===== src/rtl/serial_adder_stage.sv =====
// -----------------------------------------------------------------------------
// serial_adder_stage
//
// Bit-serial adder sitting behind the ALU operand preprocessor. A launch in
// IDLE captures AMod/BMod/Cin; the sum is then built LSB first, one bit per
// clock, over WIDTH RUN cycles. The final sum and the C/Z/N/V flags are loaded
// into output registers on the last RUN edge, and done pulses for the single
// DONE cycle that follows.
//
// Ports:
//   clk    in   system clock, rising-edge active
//   reset  in   synchronous active-high reset
//   start  in   launch request, honoured only while ready=1
//   AMod   in   first operand  [WIDTH-1:0]
//   BMod   in   second operand [WIDTH-1:0]
//   Cin    in   carry into bit 0
//   ready  out  high in IDLE
//   done   out  one-cycle pulse, result registers just updated
//   S      out  AMod+BMod+Cin mod 2^WIDTH
//   Cout   out  carry out of the MSB
//   Z      out  S == 0
//   N      out  S[WIDTH-1]
//   V      out  two's-complement overflow
// -----------------------------------------------------------------------------
module serial_adder_stage #(
    parameter int WIDTH = 4
) (
    input  logic             clk,
    input  logic             reset,
    input  logic             start,
    input  logic [WIDTH-1:0] AMod,
    input  logic [WIDTH-1:0] BMod,
    input  logic             Cin,
    output logic             ready,
    output logic             done,
    output logic [WIDTH-1:0] S,
    output logic             Cout,
    output logic             Z,
    output logic             N,
    output logic             V
);

    localparam int CNT_W = (WIDTH > 1) ? $clog2(WIDTH) : 1;
    localparam logic [CNT_W-1:0] LAST_BIT = CNT_W'(WIDTH - 1);

    typedef enum logic [1:0] {
        IDLE = 2'd0,
        RUN  = 2'd1,
        DONE = 2'd2
    } state_t;

    state_t           state_q, state_d;
    logic [WIDTH-1:0] a_q, a_d;
    logic [WIDTH-1:0] b_q, b_d;
    logic [WIDTH-1:0] sum_q, sum_d;
    logic             carry_q, carry_d;
    logic [CNT_W-1:0] cnt_q, cnt_d;

    logic [WIDTH-1:0] s_q, s_d;
    logic             cout_q, cout_d;
    logic             z_q, z_d;
    logic             n_q, n_d;
    logic             v_q, v_d;

    // One-bit full adder on the operand LSBs and the running carry.
    logic fa_sum;
    logic fa_carry;

    always_comb begin
        fa_sum   = a_q[0] ^ b_q[0] ^ carry_q;
        fa_carry = (a_q[0] & b_q[0]) | (a_q[0] & carry_q) | (b_q[0] & carry_q);
    end

    // State register
    always_ff @(posedge clk) begin
        if (reset) begin
            state_q <= IDLE;
            a_q     <= '0;
            b_q     <= '0;
            sum_q   <= '0;
            carry_q <= 1'b0;
            cnt_q   <= '0;
            s_q     <= '0;
            cout_q  <= 1'b0;
            z_q     <= 1'b0;
            n_q     <= 1'b0;
            v_q     <= 1'b0;
        end else begin
            state_q <= state_d;
            a_q     <= a_d;
            b_q     <= b_d;
            sum_q   <= sum_d;
            carry_q <= carry_d;
            cnt_q   <= cnt_d;
            s_q     <= s_d;
            cout_q  <= cout_d;
            z_q     <= z_d;
            n_q     <= n_d;
            v_q     <= v_d;
        end
    end

    // Next-state and datapath
    always_comb begin
        state_d = state_q;
        a_d     = a_q;
        b_d     = b_q;
        sum_d   = sum_q;
        carry_d = carry_q;
        cnt_d   = cnt_q;
        s_d     = s_q;
        cout_d  = cout_q;
        z_d     = z_q;
        n_d     = n_q;
        v_d     = v_q;

        case (state_q)
            IDLE: begin
                if (start) begin
                    a_d     = AMod;
                    b_d     = BMod;
                    carry_d = Cin;
                    sum_d   = '0;
                    cnt_d   = '0;
                    state_d = RUN;
                end
            end
            RUN: begin
                a_d     = a_q >> 1;
                b_d     = b_q >> 1;
                sum_d   = {fa_sum, sum_q[WIDTH-1:1]};
                carry_d = fa_carry;
                cnt_d   = cnt_q + CNT_W'(1);
                if (cnt_q == LAST_BIT) begin
                    // On the MSB edge carry_q is the carry into the MSB, so V
                    // is formed here directly against the MSB carry out.
                    state_d = DONE;
                    s_d     = sum_d;
                    cout_d  = fa_carry;
                    z_d     = (sum_d == '0);
                    n_d     = fa_sum;
                    v_d     = carry_q ^ fa_carry;
                end
            end
            DONE: begin
                state_d = IDLE;
            end
            default: begin
                state_d = IDLE;
            end
        endcase
    end

    // Outputs
    always_comb begin
        ready = (state_q == IDLE);
        done  = (state_q == DONE);
        S     = s_q;
        Cout  = cout_q;
        Z     = z_q;
        N     = n_q;
        V     = v_q;
    end

endmodule

===== config.mk =====
export PLATFORM = sky130hd
export DESIGN_NAME = serial_adder_stage
export DESIGN_NICKNAME = d
export VERILOG_FILES = /design/src/rtl/serial_adder_stage.sv
export SDC_FILE = /design/constraint.sdc
export NUM_CORES = 1
export LEC_CHECK = 0
export CAP_MARGIN = 30
export CORE_UTILIZATION = 48
export CTS_BUF_LIST = sky130_fd_sc_hd__clkbuf_16
export DETAILED_ROUTE_END_ITERATION = 10
export PLACE_DENSITY_LB_ADDON = 0.05
export SETUP_SLACK_MARGIN = 0.3
export SYNTH_ARGS = -nofsm -noshare
export SYNTH_HDL_FRONTEND = slang
export SYNTH_SLANG_ARGS = --single-unit

===== constraint.sdc =====
create_clock -name clk -period 1.87 [get_ports clk]
set_clock_uncertainty 0.05 [all_clocks]
set_input_delay 0.374 -clock clk [delete_from_list [all_inputs] [get_ports clk]]
set_output_delay 0.374 -clock clk [all_outputs]
set_load 0.02 [all_outputs]

==> flow_metrics.env, run 1 <==
export IMPL_run_status="finished clean"
export IMPL_hold_slack_ps=400
export IMPL_hp_class="reg -> reg"
export IMPL_routed_wl_um=2130
export IMPL_final_setup_tns_ps=0
export IMPL_switching_share_pct=24.0
export IMPL_portBuffers=21
export IMPL_syn_to_final_growth_pct=30.9
export IMPL_synth_main_ff_cell="dfxtp_1"
export IMPL_cts_made_buffers=3
export IMPL_drtAntennaViolNets=0
export IMPL_internal_power_uw=879
export IMPL_synth_cells=107
export IMPL_cellPowerDensity_mw_per_mm2=862
export IMPL_ir_drop_v=0.000684
export IMPL_pwr_share_seq_pct=46.2
export IMPL_die_y_um=48.2
export IMPL_nets=147
export IMPL_core_mm2=0.00198
export IMPL_synth_nets=121
export IMPL_fin_crit_sh_pct=78.2
export IMPL_post_cts_buffers=0
export IMPL_rsz0062_at_grt="false"
export IMPL_crit_chain="nor2_1 -> clkbuf_2"
export IMPL_pwr_share_clk_pct=40.3
export IMPL_postCtsHoldBufs=0
export IMPL_num_antenna_cells=0
export IMPL_fin_crit_ps=1460
export IMPL_drive_above_1_share_pct=16.7
export IMPL_grtUsageTotal_pct=21.6
export IMPL_synth_seq_area_share_pct=44.9
export IMPL_cts_path_max_buffers=2
export IMPL_synth_top_area_share_pct=44.9
export IMPL_antenna_found_initial=0
export IMPL_path_max_fanout=6
export IMPL_final_setup_viol_count=0
export IMPL_finalPower_uw=1160
export IMPL_path_clk_slew_ps=60
export IMPL_ys_ff_latch=23
export IMPL_drc=0
export IMPL_fin_area_mm2=0.00134
export IMPL_p_comb_share_pct=13.5
export IMPL_ioPinCount=22
export IMPL_synth_edf_count=0
export IMPL_grt_met3_usage_pct=3.33
export IMPL_vias_per_cell=5.35
export IMPL_vias=851
export IMPL_synth_area_top_cells="dfxtp_1 45%, nor2_1 7.0%, mux2i_1 4.9%, o22ai_1 3.1%, a21oi_1 2.9%"
export IMPL_r2r_cells=4
export IMPL_grt_most_used_layer="met2"
export IMPL_fp_dieArea_mm2=0.00232
export IMPL_place_congestion=0.772
export IMPL_yosysWarnings=0
export IMPL_cp_depth=2
export IMPL_clock_latency_ps=260
export IMPL_cts_tree="yes"
export IMPL_grt_pass1_wl_um=3410
export IMPL_synth_distinct_cells=32
export IMPL_ff_latch_area_um2=462
export IMPL_grt_max_degree=15
export IMPL_dpl_cell_area_mm2=0.00127
export IMPL_start_kind="flip-flop"
export IMPL_p_sw_uw=277
export IMPL_wire_per_inst_um=13.4
export IMPL_p_leak_uw=0.000586
export IMPL_slowest_delay_ps=350
export IMPL_syn_avg_cell_area_um2=9.58
export IMPL_grt_met2_usage_pct=35.7
export IMPL_hpwl_um=1550
export IMPL_worst_path_buf_inv=1
export IMPL_firstDrtPassIters=4
export IMPL_async_flop_share_pct=0
export IMPL_crit_slowest_cell="dfxtp_2"
export IMPL_crit_path_end_kind="output pin"
export IMPL_grt_pass1_vias=749
export IMPL_drt_iter0_markers=18
export IMPL_rows=16
export IMPL_synth_cell_area_mm2=0.00102
export IMPL_start_util_pct=51.7
export IMPL_whs_path_depth=2
export IMPL_htree_levels=1
export IMPL_final_util_pct=67.7
export IMPL_overflow=0
export IMPL_yosys_area_top_type="dfxtp_1"
export IMPL_die_width_um=48.2
export IMPL_cts_root_buffer_cell="clkbuf_16"
export IMPL_cp_arrival_ps=1040
export IMPL_worstMarginPinSlew_ps=370
export IMPL_use_met1_pct=28.2
export IMPL_cts_sinks=23
export IMPL_worst_setup_path_type="reg -> out"
export IMPL_max_freq_ghz=0.684
export IMPL_required_ps=1450
export IMPL_relSlewSlack_pct=75.0
export IMPL_slew_violations=0
export IMPL_nFillCells=170
export IMPL_finalHoldViolations=0
export IMPL_multi_input_area_um2=509
export IMPL_cap_violations=0
export IMPL_cp_top_family="flip-flops"
==> repair_timing <==
| item | in CTS | in global routing |
|---|---|---|
| pin swaps | 2 | 0 |
| gates resized for setup | 13 | 4 |
| hold endpoints to repair | 0 | 0 |
| endpoints found under the setup margin | 12 | 2 |
==> path summary, 6_finish.rpt <==
path	from	endpoint	slack (ps)
hold reg to reg	V	V	400
setup / recovery	state_q[1]	ready	410
setup reg to reg	b_q[0]	Z	440
hold / removal	V	V	400
==> cell usage after synthesis, drive strengths merged (2+ instances only) <==
| cell | instances |
|---|---|
| nand2 | 3 |
| nand3 | 3 |
| a32oi | 2 |
| a2111oi | 2 |
| dfxtp | 23 |
| buf | 5 |
| inv | 4 |
| mux2i | 5 |
| clkbuf | 2 |
| a211oi | 4 |
| a22oi | 4 |
| nor2 | 19 |
| or3b | 3 |
| o21ai | 3 |
| a21oi | 6 |
| o22ai | 6 |
==> power groups by stage <==
| stage | sequential (uW) | clock [uW] | combinational (uW) |
|---|---|---|---|
| floorplan | 539 | 0 | 103 |
| global placement | 545 | 0 | 152 |
| detailed placement | 545 | 0 | 157 |
| CTS | 535 | 470 | 158 |
| global route | 538 | 487 | 172 |
| finish | 535 | 466 | 156 |
==> worst reg2reg max path, stage by stage, from the launching register on <==
cell and delay (ps):
dfxtp_1 340, fa_1 550, nor4_2 180, nand3_1 110
a21oi_1 140
==> registers in the layout, indices dropped and copies added, names as in the netlist, 2 cells and up <==
| name | cells |
|---|---|
| S | 4 |
| a_q | 4 |
| b_q | 4 |
| cnt_q | 2 |
| state_q | 2 |
| sum_q | 3 |
==> metrics by stage <==
stage,setup WS (ps),instances
after detailed placement,-1.39,155
after global routing,325,159
after CTS,263,159
final,407,159
after floorplan,450,107
after global placement,86.6,155
==> metal layers <==
layer	wire length, um	vias to the layer above
li1	-	438
met1	1060	391
met2	965	17
met3	65	5
met4	42	0
met5	0	-
==> layout make-up <==
type	instances	share of cell area (%)
clock buffers	3	5.60
inverters	4	1.12
multi-input cells	73	38.0
well taps	27	2.52
repair buffers	28	18.0
flip-flops and latches	23	34.4
clock inverters	1	0.373
==> placed cells by master, fill, tap and decap left out, types with 3 or more instances in the layout <==
cell / synthesis / layout
dlygate4sd2_1: 0 / 9
dfxtp_1: 23 / 22
o21ai_0: 3 / 3
clkdlybuf4s50_1: 0 / 10
nor2_1: 19 / 19
clkbuf_16: 0 / 3
nand2_1: 3 / 3
a211oi_1: 4 / 4
nand3_1: 3 / 3
buf_4: 3 / 7
mux2i_1: 5 / 5
inv_1: 4 / 4
o22ai_1: 5 / 5
a21oi_1: 6 / 6
or3b_1: 3 / 3
a22oi_1: 4 / 4
==> logic make-up (layout without fill, tap and decap cells) <==
family | Yosys count | after routing | share of synthesized area, %
simple gates | 36 | 36 | 18.1
xor+xnor | 1 | 1 | 0.855
buf+inv | 11 | 36 | 5.98
fa+ha+maj | 2 | 2 | 3.17
flops | 23 | 23 | 44.9
mux | 5 | 5 | 4.88
compound gates | 29 | 29 | 22.1
(Power assumes the default switching activity.)
==> run 2, diff against run 1 <==
--- a/config.mk
+++ b/config.mk
@@ -6,7 +6,7 @@
 export NUM_CORES = 1
 export LEC_CHECK = 0
 export CAP_MARGIN = 30
-export CORE_UTILIZATION = 48
+export CORE_UTILIZATION = 44
 export CTS_BUF_LIST = sky130_fd_sc_hd__clkbuf_16
 export DETAILED_ROUTE_END_ITERATION = 10
 export PLACE_DENSITY_LB_ADDON = 0.05
==> constraint.sdc (replaced) <==
create_clock -name clk -period 1.3 [get_ports clk]
set_clock_uncertainty 0.05 [all_clocks]
set_input_delay 0.26 -clock clk [delete_from_list [all_inputs] [get_ports clk]]
set_output_delay 0.26 -clock clk [all_outputs]
set_load 0.02 [all_outputs]
==> run 2 against run 1 <==
Effect of this change:
- the flow now finishes with violations (setup timing)
- flip-flop and latch count unchanged
- critical path type is now reg -> reg
- largest cell class unchanged
- largest power group unchanged
- first-iteration DRC count decreased by 44%
- combinational power increased to 2.9 times the previous value
- worst hold slack improved by 53 ps
- register-to-register slack got worse by 550 ps
- final area increased by 43%
- global-route usage increased by 2.7 points
- clock power increased by 42%
- utilization increased by 19 points
==> flow_metrics.env, run 2 (synthesized netlist as in run 1, its figures left out) <==
export IMPL_cts_path_max_buffers=2
export IMPL_max_freq_ghz=0.711
export IMPL_drive_above_1_share_pct=66.0
export IMPL_drc=0
export IMPL_p_leak_uw=0.000802
export IMPL_clock_latency_ps=250
export IMPL_cp_arrival_ps=1540
export IMPL_grt_max_degree=14
export IMPL_cts_made_buffers=3
export IMPL_ioPinCount=22
export IMPL_pwr_share_seq_pct=41.4
export IMPL_nets=174
export IMPL_syn_to_final_growth_pct=87.1
export IMPL_relSlewSlack_pct=75.3
export IMPL_die_width_um=50.3
export IMPL_pwr_share_clk_pct=35.0
export IMPL_firstDrtPassIters=4
export IMPL_ir_drop_v=0.000853
export IMPL_run_status="finished, violations left"
export IMPL_wire_per_inst_um=17.7
export IMPL_required_ps=1440
export IMPL_cap_violations=0
export IMPL_grtUsageTotal_pct=24.3
export IMPL_crit_start="carry_q"
export IMPL_grt_pass1_wl_um=4530
export IMPL_htree_levels=1
export IMPL_fin_crit_sh_pct=108
export IMPL_portBuffers=21
export IMPL_dp_cells=164
export IMPL_worst_setup_path_type="reg -> reg"
export IMPL_place_congestion=0.766
export IMPL_final_setup_viol_count=5
export IMPL_final_util_pct=86.7
export IMPL_cts_tree="yes"
export IMPL_grt_pass1_vias=989
export IMPL_whs_path_depth=2
export IMPL_antenna_found_initial=0
export IMPL_place_ws_ps=-258
export IMPL_nFillCells=106
export IMPL_fin_area_mm2=0.00192
export IMPL_r2r_start="carry_q"
export IMPL_routed_wl_um=3310
export IMPL_final_cell_mix="24 x buf_6, 18 x buf_4, 14 x nor2_1"
export IMPL_rows=17
export IMPL_worstMarginPinSlew_ps=371
export IMPL_start_kind="flip-flop"
export IMPL_ff_latch_area_um2=482
export IMPL_r2r_end="Z"
export IMPL_vias=1051
export IMPL_multi_input_area_um2=748
export IMPL_p_sw_uw=493
export IMPL_violations="setup timing"
export IMPL_rsz0062_at_grt="true"
export IMPL_dpl_cell_area_mm2=0.00143
export IMPL_slew_violations=0
export IMPL_layoutNonFillerInstCount=187
export IMPL_core_mm2=0.00221
export IMPL_num_antenna_cells=0
export IMPL_drtAntennaViolNets=0
export IMPL_finalHoldViolations=0
export IMPL_start_util_pct=46.3
export IMPL_switching_share_pct=26.0
export IMPL_hpwl_um=1710
export IMPL_hp_class="reg -> reg"
export IMPL_overflow=0
export IMPL_die_y_um=50.3
export IMPL_r2r_cells=4
export IMPL_cts_root_buffer_cell="clkbuf_16"
export IMPL_vias_per_cell=5.62
export IMPL_crit_path_end_kind="flip-flop"
export IMPL_internal_power_uw=1400
export IMPL_cellPowerDensity_mw_per_mm2=987
export IMPL_min_to="S[0]"
export IMPL_path_clk_slew_ps=60
export IMPL_fp_dieArea_mm2=0.00253
export IMPL_finalPower_uw=1890
export IMPL_hp_start="S[0]"
export IMPL_drt_iter0_markers=10
export IMPL_setup_ws_ps=-106
export IMPL_mostFrequentLayoutCell="buf_6"
export IMPL_cts_sinks=23
export IMPL_path_max_fanout=3
export IMPL_p_comb_share_pct=23.7
export IMPL_fin_crit_ps=1410
export IMPL_reg2reg_setup_slack_ps=-110
==> run 2: cell count changes in the layout (fill, tap and decap cells not counted), moves of 4 or more <==
cell / change
o22ai_1: -4
nor2_4: +4
buf_4: +11
a21oi_2: +4
a211oi_1: -4
o22ai_2: +4
a21oi_1: -4
buf_6: +24
dfxtp_1: -12
a211oi_2: +4
dlygate4sd2_1: -7
dfxtp_2: +10
nor2_1: -5
==> run 2: final cells by class <==
| class | count | area share, % |
|---|---|---|
| clock buffers | 3 | 3.92 |
| clock inverters | 1 | 0.261 |
| inverters | 4 | 1.24 |
| multi-input cells | 73 | 39.0 |
| flip-flops and latches | 23 | 25.1 |
| well taps | 28 | 1.83 |
| repair buffers | 55 | 28.6 |
==> run 2: worst max-delay path by stage <==
| stage | cells past startpoint | end |
|---|---|---|
| global route | 4 | Z |
| CTS | 4 | Z |
| detailed placement | 4 | carry_q |
| finish | 4 | Z |
| floorplan | 4 | Z |
| global placement | 4 | carry_q |
==> run 2: layer usage <==
| layer | track usage [%] | wire, um | vias to the layer above |
|---|---|---|---|
| met3 | 3.33 | 94 | 16 |
| met2 | 41.3 | 1650 | 39 |
| met5 | 0 | 0 | - |
| met4 | 9.52 | 189 | 0 |
| li1 | - | - | 490 |
| met1 | 30.6 | 1380 | 506 |
==> run 2: repair_timing <==
item                       4_1_cts  5_1_grt
setup buffers                    8       11
setup endpoints to repair       33       33
hold buffers                     0        0
pin swaps                       18        9
resized for setup               94       28
==> run 2: power groups by stage <==
| stage | registers [uW] | logic (uW) | clock network [uW] |
|---|---|---|---|
| floorplan | 783 | 175 | 0 |
| global placement | 790 | 268 | 0 |
| detailed placement | 792 | 271 | 0 |
| CTS | 779 | 322 | 666 |
| global route | 787 | 476 | 702 |
| finish | 783 | 448 | 662 |
==> run 2: metrics by stage <==
| stage | hold slack [ps] | TNS (ps) |
|---|---|---|
| 4_1_cts | 397 | -75.0 |
| 5_1_grt | 461 | -521 |
| 2_1_floorplan | 271 | 0 |
| 6_report | 454 | -174 |
| 3_3_place_gp | 389 | -2890 |
| 3_5_place_dp | 403 | -3110 |
==> run 2: critical path, stage by stage, from the launching register on <==
cell	delay [ps]
dfxtp_2	340
fa_2	530
nor4_4	160
nand3_1	130
a21oi_2	140
==> run 3, diff against run 2 <==
--- a/config.mk
+++ b/config.mk
@@ -6,11 +6,13 @@
 export NUM_CORES = 1
 export LEC_CHECK = 0
 export CAP_MARGIN = 30
-export CORE_UTILIZATION = 44
+export CORE_MARGIN = 5
+export CORE_UTILIZATION = 48
 export CTS_BUF_LIST = sky130_fd_sc_hd__clkbuf_16
 export DETAILED_ROUTE_END_ITERATION = 10
 export PLACE_DENSITY_LB_ADDON = 0.05
 export SETUP_SLACK_MARGIN = 0.3
+export SLEW_MARGIN = 30
 export SYNTH_ARGS = -nofsm -noshare
 export SYNTH_HDL_FRONTEND = slang
 export SYNTH_SLANG_ARGS = --single-unit
==> constraint.sdc (replaced) <==
create_clock -name clk -period 1.4 [get_ports clk]
set_clock_uncertainty 0.05 [all_clocks]
set_input_delay 0.28 -clock clk [delete_from_list [all_inputs] [get_ports clk]]
set_output_delay 0.28 -clock clk [all_outputs]
set_load 0.02 [all_outputs]
==> run 3 against run 2 <==
Effect of this change:
- the run now ends clean
- utilization down 9.8 points
- worst setup slack improved by 150 ps
- largest power group unchanged
- first-iteration DRC count is 120% higher
- final area is 20% lower
- critical path type unchanged
- sequential power decreased by 7.5%
- worst hold slack got worse by 50 ps
- flip-flop and latch count stayed put
- power shrank 13%
- maximum frequency is 3.9% higher
==> flow_metrics.env, run 3 (synthesized netlist as in run 1, its figures left out) <==
export IMPL_run_status="finished clean"
export IMPL_worstMarginPinSlew_ps=340
export IMPL_syn_to_final_growth_pct=50.2
export IMPL_ir_drop_v=0.00105
export IMPL_fp_dieArea_mm2=0.00316
export IMPL_drc=0
export IMPL_die_width_um=56.2
export IMPL_crit_chain="fa_2 -> nor4_4 -> nand3_1 -> a21oi_1"
export IMPL_slowest_delay_ps=520
export IMPL_setup_ws_ps=45.9
export IMPL_r2r_end="Z"
export IMPL_fin_crit_sh_pct=96.7
export IMPL_start_util_pct=51.2
export IMPL_crit_start="a_q[0]"
export IMPL_portBuffers=21
export IMPL_fin_crit_ps=1350
export IMPL_p_leak_uw=0.000645
export IMPL_crit_slowest_cell="fa_2"
export IMPL_final_setup_tns_ps=0
export IMPL_drt_iter0_markers=22
export IMPL_mostFrequentLayoutCell="nor2_1"
export IMPL_routed_wl_um=2520
export IMPL_hpwl_um=1690
export IMPL_final_util_pct=76.9
export IMPL_max_freq_ghz=0.739
export IMPL_grt_pass1_wl_um=3890
export IMPL_cts_made_buffers=3
export IMPL_wire_per_inst_um=15.2
export IMPL_grt_pass1_vias=881
export IMPL_num_antenna_cells=0
export IMPL_cts_path_max_buffers=2
export IMPL_r2r_cells=4
export IMPL_ioPinCount=22
export IMPL_rsz0062_at_grt="true"
export IMPL_cts_tree="yes"
export IMPL_endpoint="Z"
export IMPL_place_congestion=0.794
export IMPL_crit_path_end_kind="flip-flop"
export IMPL_dp_cells=158
export IMPL_relSlewSlack_pct=77.0
export IMPL_final_setup_viol_count=0
export IMPL_cts_sinks=23
export IMPL_drtAntennaViolNets=0
export IMPL_clock_latency_ps=260
export IMPL_firstDrtPassIters=4
export IMPL_vias=894
export IMPL_rows=16
export IMPL_reg2reg_setup_slack_ps=50
export IMPL_grtUsageTotal_pct=15.5
export IMPL_vias_per_cell=5.39
export IMPL_nets=154
export IMPL_core_mm2=0.00200
export IMPL_die_y_um=56.2
export IMPL_cellPowerDensity_mw_per_mm2=1060
export IMPL_final_cell_mix="17 x nor2_1, 16 x dfxtp_1, 14 x buf_4"
export IMPL_r2r_start="a_q[0]"
export IMPL_postCtsHoldBufs=0
export IMPL_htree_levels=1
export IMPL_hp_class="reg -> reg"
export IMPL_path_clk_slew_ps=60
export IMPL_cts_root_buffer_cell="clkbuf_16"
export IMPL_antenna_found_initial=0
export IMPL_hold_slack_ps=404
export IMPL_cp_arrival_ps=1490
export IMPL_place_ws_ps=-251
export IMPL_overflow=0
export IMPL_cap_violations=0
export IMPL_start_kind="flip-flop"
export IMPL_finalHoldViolations=0
export IMPL_drive_above_1_share_pct=40.3
export IMPL_worst_setup_path_type="reg -> reg"
export IMPL_required_ps=1540
export IMPL_path_max_fanout=3
export IMPL_grt_max_degree=24
export IMPL_layoutNonFillerInstCount=166
export IMPL_slew_violations=0
## run 3: cell count changes in the layout (fill, tap and decap cells not counted), sizes merged
cell           previous run  this run
buf                      44        24
clkdlybuf4s50             9        10
clkinv                    1         0
clkinvlp                  1         2
dlygate4sd2               2         1
## run 3: worst min-delay path by stage
| stage | start | endpoint | cells after the start |
|---|---|---|---|
| after floorplan | reset | carry_q | 1 |
| after global placement | V | V | 2 |
| after detailed placement | Z | Z | 2 |
| after CTS | Z | Z | 2 |
| after global routing | V | V | 2 |
| final | Z | Z | 2 |
## run 3: per-layer routing
metal	vias up	routed length, um	share of wire [%]	track usage (%)
met1	421	1210	48	19.0
li1	450	-	-	-
met3	5	94	3.7	5.10
met5	-	0	0	0
met4	0	38	1.5	6.10
met2	18	1180	47	24.7
## run 3: repair_timing
item	in CTS	in global routing
gates cloned	0	0
setup buffers	2	2
hold endpoints to repair	0	0
gates resized for setup	50	23
setup endpoints to repair	32	30
pin swaps	5	3
## run 3: where the power goes
part	internal (uW)	switching, uW
Clock	387	238
Combinational	159	131
Sequential	689	35.0
## run 3: critical path, delay by kind of cell (launching register included)
family                     cells  cell delay (ps)
adders and majority gates      1              520
DFF                            1              330
and+or+nand+nor                2              250
AOI/OAI and AO/OA              1              130
## run 3: cell type report
class / instances / area (um2)
Tap cell: 27 / 33.8
Inverter: 4 / 18.8
Fill cell: 151 / 463
Multi-Input combinational cell: 73 / 603
Clock buffer: 3 / 75.1
Clock inverter: 1 / 7.51
Timing Repair Buffer: 35 / 329
Sequential cell: 23 / 472
## run 3: stage by stage
stage                     cell area [um2]  total power [uW]
after global routing                 1540              1700
after global placement               1340               953
final                                1540              1640
after detailed placement             1340               961
after floorplan                      1070               870
after CTS                            1420              1590
